--- src/rtl/mem_bus_arbiter.sv ---
`default_nettype none
// ============================================================================
// mem_bus_arbiter : two-port round-robin arbiter onto a single memory bus
// Revision        : 1.0
// ============================================================================
module mem_bus_arbiter #(
  parameter int DATA_W     = 16,
  parameter int ADDR_W     = 16,
  parameter int RD_LATENCY = 1
) (
  input  logic              clk,
  input  logic              rst_n,
  input  logic              req0,
  input  logic              we0,
  input  logic [ADDR_W-1:0] addr0,
  input  logic [DATA_W-1:0] wdata0,
  output logic              ack0,
  output logic [DATA_W-1:0] rdata0,
  input  logic              req1,
  input  logic              we1,
  input  logic [ADDR_W-1:0] addr1,
  input  logic [DATA_W-1:0] wdata1,
  output logic              ack1,
  output logic [DATA_W-1:0] rdata1,
  output logic [ADDR_W-1:0] mem_addr,
  output logic [DATA_W-1:0] mem_wr_data,
  output logic              mem_rd,
  output logic              mem_wr,
  input  logic [DATA_W-1:0] mem_rd_data
);

  localparam int              c_cnt_w    = (RD_LATENCY > 1) ? $clog2(RD_LATENCY) : 1;
  localparam logic [c_cnt_w-1:0] c_cnt_last = c_cnt_w'(RD_LATENCY - 1);

  typedef enum logic [1:0] {
    IDLE  = 2'd0,
    WRITE = 2'd1,
    READ  = 2'd2,
    DONE  = 2'd3
  } state_t;

  state_t              r_state;
  state_t              w_state_nxt;
  logic                r_port;
  logic                r_next_port;
  logic [c_cnt_w-1:0]  r_rd_cnt;
  logic [DATA_W-1:0]   r_rdata0;
  logic [DATA_W-1:0]   r_rdata1;

  logic                w_gnt_valid;
  logic                w_gnt_port;
  logic                w_gnt_we;
  logic                w_grant;
  logic                w_rd_last;

  // r_next_port only breaks ties; a sole requester always wins.
  assign w_gnt_valid = req0 | req1;
  assign w_gnt_port  = req1 & (~req0 | r_next_port);
  assign w_gnt_we    = w_gnt_port ? we1 : we0;
  assign w_grant     = (r_state == IDLE) & w_gnt_valid;
  assign w_rd_last   = (r_state == READ) & (r_rd_cnt == c_cnt_last);

  always_ff @(posedge clk or negedge rst_n) begin
    if (!rst_n) begin
      r_state <= IDLE;
    end else begin
      r_state <= w_state_nxt;
    end
  end

  always_comb begin
    w_state_nxt = r_state;
    case (r_state)
      IDLE: begin
        if (w_gnt_valid) begin
          w_state_nxt = w_gnt_we ? WRITE : READ;
        end
      end
      WRITE:   w_state_nxt = IDLE;
      READ: begin
        if (w_rd_last) begin
          w_state_nxt = DONE;
        end
      end
      DONE:    w_state_nxt = IDLE;
      default: w_state_nxt = IDLE;
    endcase
  end

  always_ff @(posedge clk or negedge rst_n) begin
    if (!rst_n) begin
      r_port      <= 1'b0;
      r_next_port <= 1'b0;
      mem_addr    <= '0;
      mem_wr_data <= '0;
    end else if (w_grant) begin
      r_port      <= w_gnt_port;
      r_next_port <= ~w_gnt_port;
      mem_addr    <= w_gnt_port ? addr1 : addr0;
      mem_wr_data <= w_gnt_port ? wdata1 : wdata0;
    end
  end

  always_ff @(posedge clk or negedge rst_n) begin
    if (!rst_n) begin
      r_rd_cnt <= '0;
    end else if ((r_state == READ) && !w_rd_last) begin
      r_rd_cnt <= r_rd_cnt + c_cnt_w'(1);
    end else begin
      r_rd_cnt <= '0;
    end
  end

  // The bus is captured on the edge that closes the final READ cycle.
  always_ff @(posedge clk or negedge rst_n) begin
    if (!rst_n) begin
      r_rdata0 <= '0;
      r_rdata1 <= '0;
    end else if (w_rd_last) begin
      if (r_port) begin
        r_rdata1 <= mem_rd_data;
      end else begin
        r_rdata0 <= mem_rd_data;
      end
    end
  end

  assign mem_wr = (r_state == WRITE);
  assign mem_rd = (r_state == READ);
  assign ack0   = ((r_state == WRITE) || (r_state == DONE)) && !r_port;
  assign ack1   = ((r_state == WRITE) || (r_state == DONE)) &&  r_port;
  assign rdata0 = r_rdata0;
  assign rdata1 = r_rdata1;

endmodule
`default_nettype wire

--- config.mk ---
export PLATFORM = sky130hd
export DESIGN_NAME = mem_bus_arbiter
export DESIGN_NICKNAME = d
export VERILOG_FILES = /design/src/rtl/mem_bus_arbiter.sv
export SDC_FILE = /design/constraint.sdc
export NUM_CORES = 1
export LEC_CHECK = 0
export CAP_MARGIN = 20
export CORE_MARGIN = 1.5
export CORE_UTILIZATION = 30
export CTS_CLUSTER_DIAMETER = 40
export DETAILED_ROUTE_END_ITERATION = 16
export PLACE_DENSITY = 0.7
export SETUP_SLACK_MARGIN = 0.02
export SYNTH_ARGS = -nofsm -noshare
export SYNTH_HDL_FRONTEND = slang
export SYNTH_SLANG_ARGS = --single-unit
--- constraint.sdc ---
create_clock -name clk -period 2.13 [get_ports clk]
set_clock_uncertainty 0.2 [all_clocks]
set_input_delay 0.3195 -clock clk [delete_from_list [all_inputs] [get_ports clk]]
set_output_delay 0.3195 -clock clk [all_outputs]
set_load 0.03 [all_outputs]
Word-level counts from Yosys, hierarchy flattened
Cells that the tools add are included.
{"block": "totals", "in_bits": 86, "register_bits": 69}
{"block": "classes", "addsub": 1, "n_mux": 8, "reduce_logical": 11, "n_bitwise": 9, "eq_ne": 5}
{"operator": "two-way mux 16 bit", "count": 2}
{"operator": "two-way mux 2 bit", "count": 3}
{"operator": "one-hot mux 2 bit (3 select lines)", "count": 1}
{"operator": "AND reduction 2 bit", "count": 3}
{"operator": "equality test 2 bit (second input constant)", "count": 2}
{"operator": "inverter 1 bit", "count": 4}
{"operator": "AND 1 bit", "count": 3}
{"operator": "logical AND 1 bit", "count": 3}
{"operator": "equality test 2 x 1 -> 1 bit (second input constant)", "count": 1}
{"operator": "zero test 1 bit", "count": 2}
{"operator": "zero test 2 bit", "count": 1}
{"operator": "two-way mux 1 bit", "count": 2}
{"operator": "!= test 2 x 1 -> 1 bit (second input constant)", "count": 1}
{"operator": "!= test 2 bit (second input constant)", "count": 1}
{"operator": "OR 1 bit", "count": 2}
{"operator": "OR reduction 2 bit", "count": 1}
{"operator": "adder 1 bit (second input constant)", "count": 1}
{"operator": "logical OR 1 bit", "count": 1}

Depth between registers and ports, before layout
Gate-level depths: netlist (run 1).
{"block": "depth", "word_depth": 7, "mapped_depth": 5, "depth_no_buf": 3}

Worst setup path after synthesis (run 1)
Ideal clock, no wire load.
{"block": "synth_timing", "path_type": "flip-flop to flip-flop", "startpoint": "reg r_state[0]", "endpoint": "reg r_rdata0[0] (netlist: rdata0[0])", "stages_incl_launch_ff": 6, "setup_time_ns": 0.125, "required_time_ns": 1.805, "setup_slack_ns": 0.329, "t_arrival_ns": 1.476, "path_cell_list": "dfrtp_1 nor3b_1 nor2b_1 buf_2 buf_4 mux2_2"}
{"block": "synth_between", "elab_chain_len": 3}
{"item": "start, declared", "line_no": "42", "rtl": "state_t r_state;"}
{"item": "start signal, assigned", "line_no": "67", "rtl": "r_state <= w_state_nxt;"}
{"item": "equality test 2 bit", "line_no": "61", "rtl": "assign w_rd_last = (r_state == READ) & (r_rd_cnt == c_cnt_last);"}
{"item": "AND 1 bit", "line_no": "61"}
{"item": "AND reduction 2 bit (no line)"}
{"item": "end signal, assigned", "line_no": "123", "rtl": "r_rdata0 <= mem_rd_data;"}
{"item": "end, declared", "line_no": "47", "rtl": "logic [DATA_W-1:0] r_rdata0;"}
Every way passes these cells.
A chain may end at the register's enable or synchronous reset.

Final worst setup path (run 1)
{"block": "layout_timing", "startpoint": "reg r_state[1]", "endpoint": "reg mem_wr_data[3]"}
{"block": "layout_between", "elab_chain_len": 2}
{"item": "zero test 2 bit", "line_no": "60", "rtl": "assign w_grant = (r_state == IDLE) & w_gnt_valid;"}
{"item": "AND 1 bit", "line_no": "60"}
{"item": "end signal, assigned", "line_no": "100", "rtl": "mem_wr_data <= w_gnt_port ? wdata1 : wdata0;"}
{"item": "end, declared", "line_no": "26", "rtl": "output logic [DATA_W-1:0] mem_wr_data,"}
Every way passes these cells.

==> results.cfg, run 1 <==
[cells_and_area]
fin_cells = 535
diodes = 0
multi_input_comb_area_um2 = 996
fraction_of_layout_instances_using_a_drive_strength_above_1_pct = 16.2
synthesis_to_finish_area_growth_pct = 66.5
nets = 483
seq_area_um2 = 1730
num-fill-cells = 859

[power]
cellInternalPower_mw = 4.62
switching_share_pct = 40.1
power_leakage_nw = 2.15
power_density_nw_per_um2 = 1560
sequential_power_share_pct = 30.3
power.switching_mw = 3.09
vdd_ir_drop_max_uv = 903
clock_power_share_pct = 15.2
power_frac_comb_pct = 54.5
power.total_mw = 7.71

[critical_path]
slowest_stage = sky130_fd_sc_hd__a221o_1
critPathMaxFanout = 34
worst_path_largest_cell_delay_ns = 0.44
critPathCaptureType = flip-flop
reg2reg_from = r_state[1]
worstPathCellList = or2_1 -> buf_4 -> o21bai_4 -> a221o_1
worst_path_dominant_cell_family = compound AO/OA/AOI/OAI gates
worst-r2r-cell-count = 4
req_time_crit_path_ns = 2.14
reg2reg_to = mem_wr_data[3]
critPathArrivalTime_ns = 1.99
critPathBufInv = 1
setup_slack_of_the_worst_register_to_register_path_ns = 0.15
crit_type = reg2reg
cp-start-kind = flip-flop

[timing]
worst_slew_margin_pct = 44.8
tightestPinTransition_ns = 0.825
timing.hold.ws_ns = 0.307
grt_setup_unrepaired = no
setup_viol = 0
fmaxAchievable_ghz = 0.505
finalMaxSlewViolations = 0
timing_hold_violations_final = 0
final.min_clock_period_ns = 1.98
final.period_utilization_pct = 93.0
tns_ns = 0

[clock_tree]
ctsHtreeMaxLevel = 3
clk_path_buf_depth = 2
ctsRootBufferMaster = sky130_fd_sc_hd__clkbuf_8
clk_pin_slew_worst_paths_ns = 0.07
tritoncts_clock_tree = yes
clkLatencyLatePin_ns = 0.33
cts-buffers-inserted = 9
numClockSinks = 69
post_cts_buffers = 0

[synthesis]
synth_top_area_cell = sky130_fd_sc_hd__dfrtp_1
syn_nets = 324
synth-seq-cells = 69
yosys-top-cells-area = sky130_fd_sc_hd__dfrtp_1 (58%), sky130_fd_sc_hd__mux2_2 (12%), sky130_fd_sc_hd__a221o_1 (11%)
ys_seq_area_share_pct = 58.3
post-synth-top-area-fraction_pct = 58.3
post_synth_inst_count = 238
syn_area_um2 = 2960
yosys.cell_types.count = 23
syn_avg_cell_area_um2 = 12.5
ys_warns = 0

[placement]
routabilityCongestion = 0.737
port_buffers = 153
hpwlAfterDp_um = 5680
dp_cells = 518

[detailed_routing]
detailroute.via_count = 2468
drt-initial-drc-count = 73
antenna_nets_post_route = 0
routed_via_density = 4.61
post-route-drc-count = 0
detail_route.first_pass.iterations = 6
routedWlPerCell_um = 14.6
totalWireLength_um = 7790

[die]
start_util_pct = 30.6
top_level_ports = 154
placement_rows = 36
fp.dieH_um = 102
die_w_um = 102
die_area_um2 = 10500
fp.coreArea_um2 = 9680

[min_path]
hp-start = rdata1[7]
min_to = rdata1[7]
worstHoldPathCells = 1
hold_path.class = reg2reg

[global_route]
antenna_found_initial = 0
grt_start_max_net_pins = 70
gr-usage-all-layers_pct = 15.5
first_global_vias = 2489
global_route.overflow_total = 0
wire_length_of_the_first_global_routing_pass_um = 12200

[flow_run]
cap_violations = 0

[run_status]
status = finished clean
synth_stat cells:
cell and n:
sky130_fd_sc_hd__dfrtp_1 69, sky130_fd_sc_hd__inv_1 35, sky130_fd_sc_hd__a221o_1 32, sky130_fd_sc_hd__mux2_2 32, sky130_fd_sc_hd__nor3_1 32, sky130_fd_sc_hd__buf_2 6
sky130_fd_sc_hd__clkbuf_1 6, sky130_fd_sc_hd__buf_6 4, sky130_fd_sc_hd__nor2b_1 4, sky130_fd_sc_hd__a21o_1 2, sky130_fd_sc_hd__and2_1 2, sky130_fd_sc_hd__buf_4 2
sky130_fd_sc_hd__nor2_1 2, sky130_fd_sc_hd__a211o_1 1, sky130_fd_sc_hd__a21bo_2 1, sky130_fd_sc_hd__a21oi_1 1, sky130_fd_sc_hd__conb_1 1, sky130_fd_sc_hd__nor3_4 1
sky130_fd_sc_hd__nor3b_1 1, sky130_fd_sc_hd__nor4_1 1, sky130_fd_sc_hd__o21bai_4 1, sky130_fd_sc_hd__o32a_1 1, sky130_fd_sc_hd__or2_1 1
layout by cell type (no fill, tap or decap):
cell and n:
sky130_fd_sc_hd__clkdlybuf4s50_1 148, sky130_fd_sc_hd__dfrtp_1 69, sky130_fd_sc_hd__inv_1 35, sky130_fd_sc_hd__mux2_2 32, sky130_fd_sc_hd__nor3_1 32, sky130_fd_sc_hd__a221o_1 32
sky130_fd_sc_hd__clkbuf_8 10, sky130_fd_sc_hd__buf_4 7, sky130_fd_sc_hd__dlygate4sd2_1 4, sky130_fd_sc_hd__buf_12 4, sky130_fd_sc_hd__nor2b_1 3, sky130_fd_sc_hd__nor2_1 2
sky130_fd_sc_hd__and2_1 2, sky130_fd_sc_hd__a21o_1 2, sky130_fd_sc_hd__clkinv_2 2, sky130_fd_sc_hd__bufinv_16 2, sky130_fd_sc_hd__nor3b_1 1, sky130_fd_sc_hd__nor2b_2 1
sky130_fd_sc_hd__or2_1 1, sky130_fd_sc_hd__a21bo_2 1, sky130_fd_sc_hd__nor4_1 1, sky130_fd_sc_hd__a211o_1 1, sky130_fd_sc_hd__o21bai_4 1, sky130_fd_sc_hd__nor3_4 1
sky130_fd_sc_hd__o32a_1 1, sky130_fd_sc_hd__a21oi_1 1, sky130_fd_sc_hd__clkinvlp_4 1, sky130_fd_sc_hd__clkinv_4 1, sky130_fd_sc_hd__dlygate4sd3_1 1, sky130_fd_sc_hd__buf_2 1
sky130_fd_sc_hd__buf_16 1, sky130_fd_sc_hd__conb_1 1
worst max path at each step:
stage / cells past startpoint / endpoint / startpoint
2_1_floorplan: 5 / rdata0[0] / r_state[0]
3_3_place_gp: 4 / mem_wr_data[8] / req1
3_5_place_dp: 4 / mem_addr[2] / req1
4_1_cts: 5 / rdata0[7] / r_state[0]
5_1_grt: 5 / rdata0[14] / r_state[0]
6_report: 4 / mem_wr_data[3] / r_state[1]
layout make-up:
type                    count  share of cell area (%)
flip-flops and latches     69                    35.0
repair buffers            166                    34.3
multi-input cells         116                    20.2
well taps                 133                    3.37
clock buffers              10                    2.79
inverters                  35                    2.66
clock inverters             6                    1.75
per-stage QoR:
step	cell area [um2]	worst slack [ns]	util, %
5_1_grt	4940	0.0253	51.0
6_report	4940	0.149	51.0
3_3_place_gp	4680	-0.272	48.3
3_5_place_dp	4710	-0.00704	48.6
2_1_floorplan	2960	0.329	-
4_1_cts	4940	0.141	51.0
registers in the layout (all words and copies together) (netlist names):
register,count
r_state,2
rdata1,16
mem_wr_data,16
rdata0,16
mem_addr,16
r_rd_cnt,1
r_port,1
r_next_port,1
kinds of logic (layout without fill, tap and decap cells):
group / count (synthesis) / count (layout) / synth area share, %
compound gates: 39 / 39 / 13.1
buf+inv: 53 / 217 / 8.23
flops: 69 / 69 / 58.3
mux: 32 / 32 / 12.2
other cells: 1 / 1 / 0.127
simple gates: 44 / 44 / 8.15
per-layer routing:
| layer | global-route usage, % | wire, um |
|---|---|---|
| met3 | 5.81 | 646 |
| met2 | 24.8 | 3660 |
| met1 | 18.8 | 3340 |
| met4 | 6.43 | 138 |
| met5 | 0 | 0 |
power by group through the flow:
stage	logic (mW)	clock network (mW)	registers, mW
2_1_floorplan	1.32	0	3.50
3_3_place_gp	4.17	0	2.35
3_5_place_dp	4.28	0	2.35
4_1_cts	4.24	1.22	2.35
5_1_grt	4.45	1.28	2.42
6_report	4.20	1.17	2.34
worst register-to-register path: stages, from the launching register on:
cell and delay, ns:
sky130_fd_sc_hd__dfrtp_1 0.41, sky130_fd_sc_hd__or2_1 0.28, sky130_fd_sc_hd__buf_4 0.16, sky130_fd_sc_hd__o21bai_4 0.35
sky130_fd_sc_hd__a221o_1 0.45
timing repair:
action	in CTS	in global routing
hold buffers	1	0
endpoints found under the hold margin	69	0
endpoints found under the setup margin	4	0
gates resized for setup	4	0
(Power assumes the default switching activity.)
==> run 2: changes to the inputs <==
--- a/config.mk
+++ b/config.mk
@@ -10,6 +10,7 @@
 export CORE_UTILIZATION = 30
 export CTS_CLUSTER_DIAMETER = 40
 export DETAILED_ROUTE_END_ITERATION = 16
+export HOLD_SLACK_MARGIN = 0.06
 export PLACE_DENSITY = 0.7
 export SETUP_SLACK_MARGIN = 0.02
 export SYNTH_ARGS = -nofsm -noshare
==> results of run 2 <==
Same layout as run 1: the final DEF is identical, and so are final timing and power.
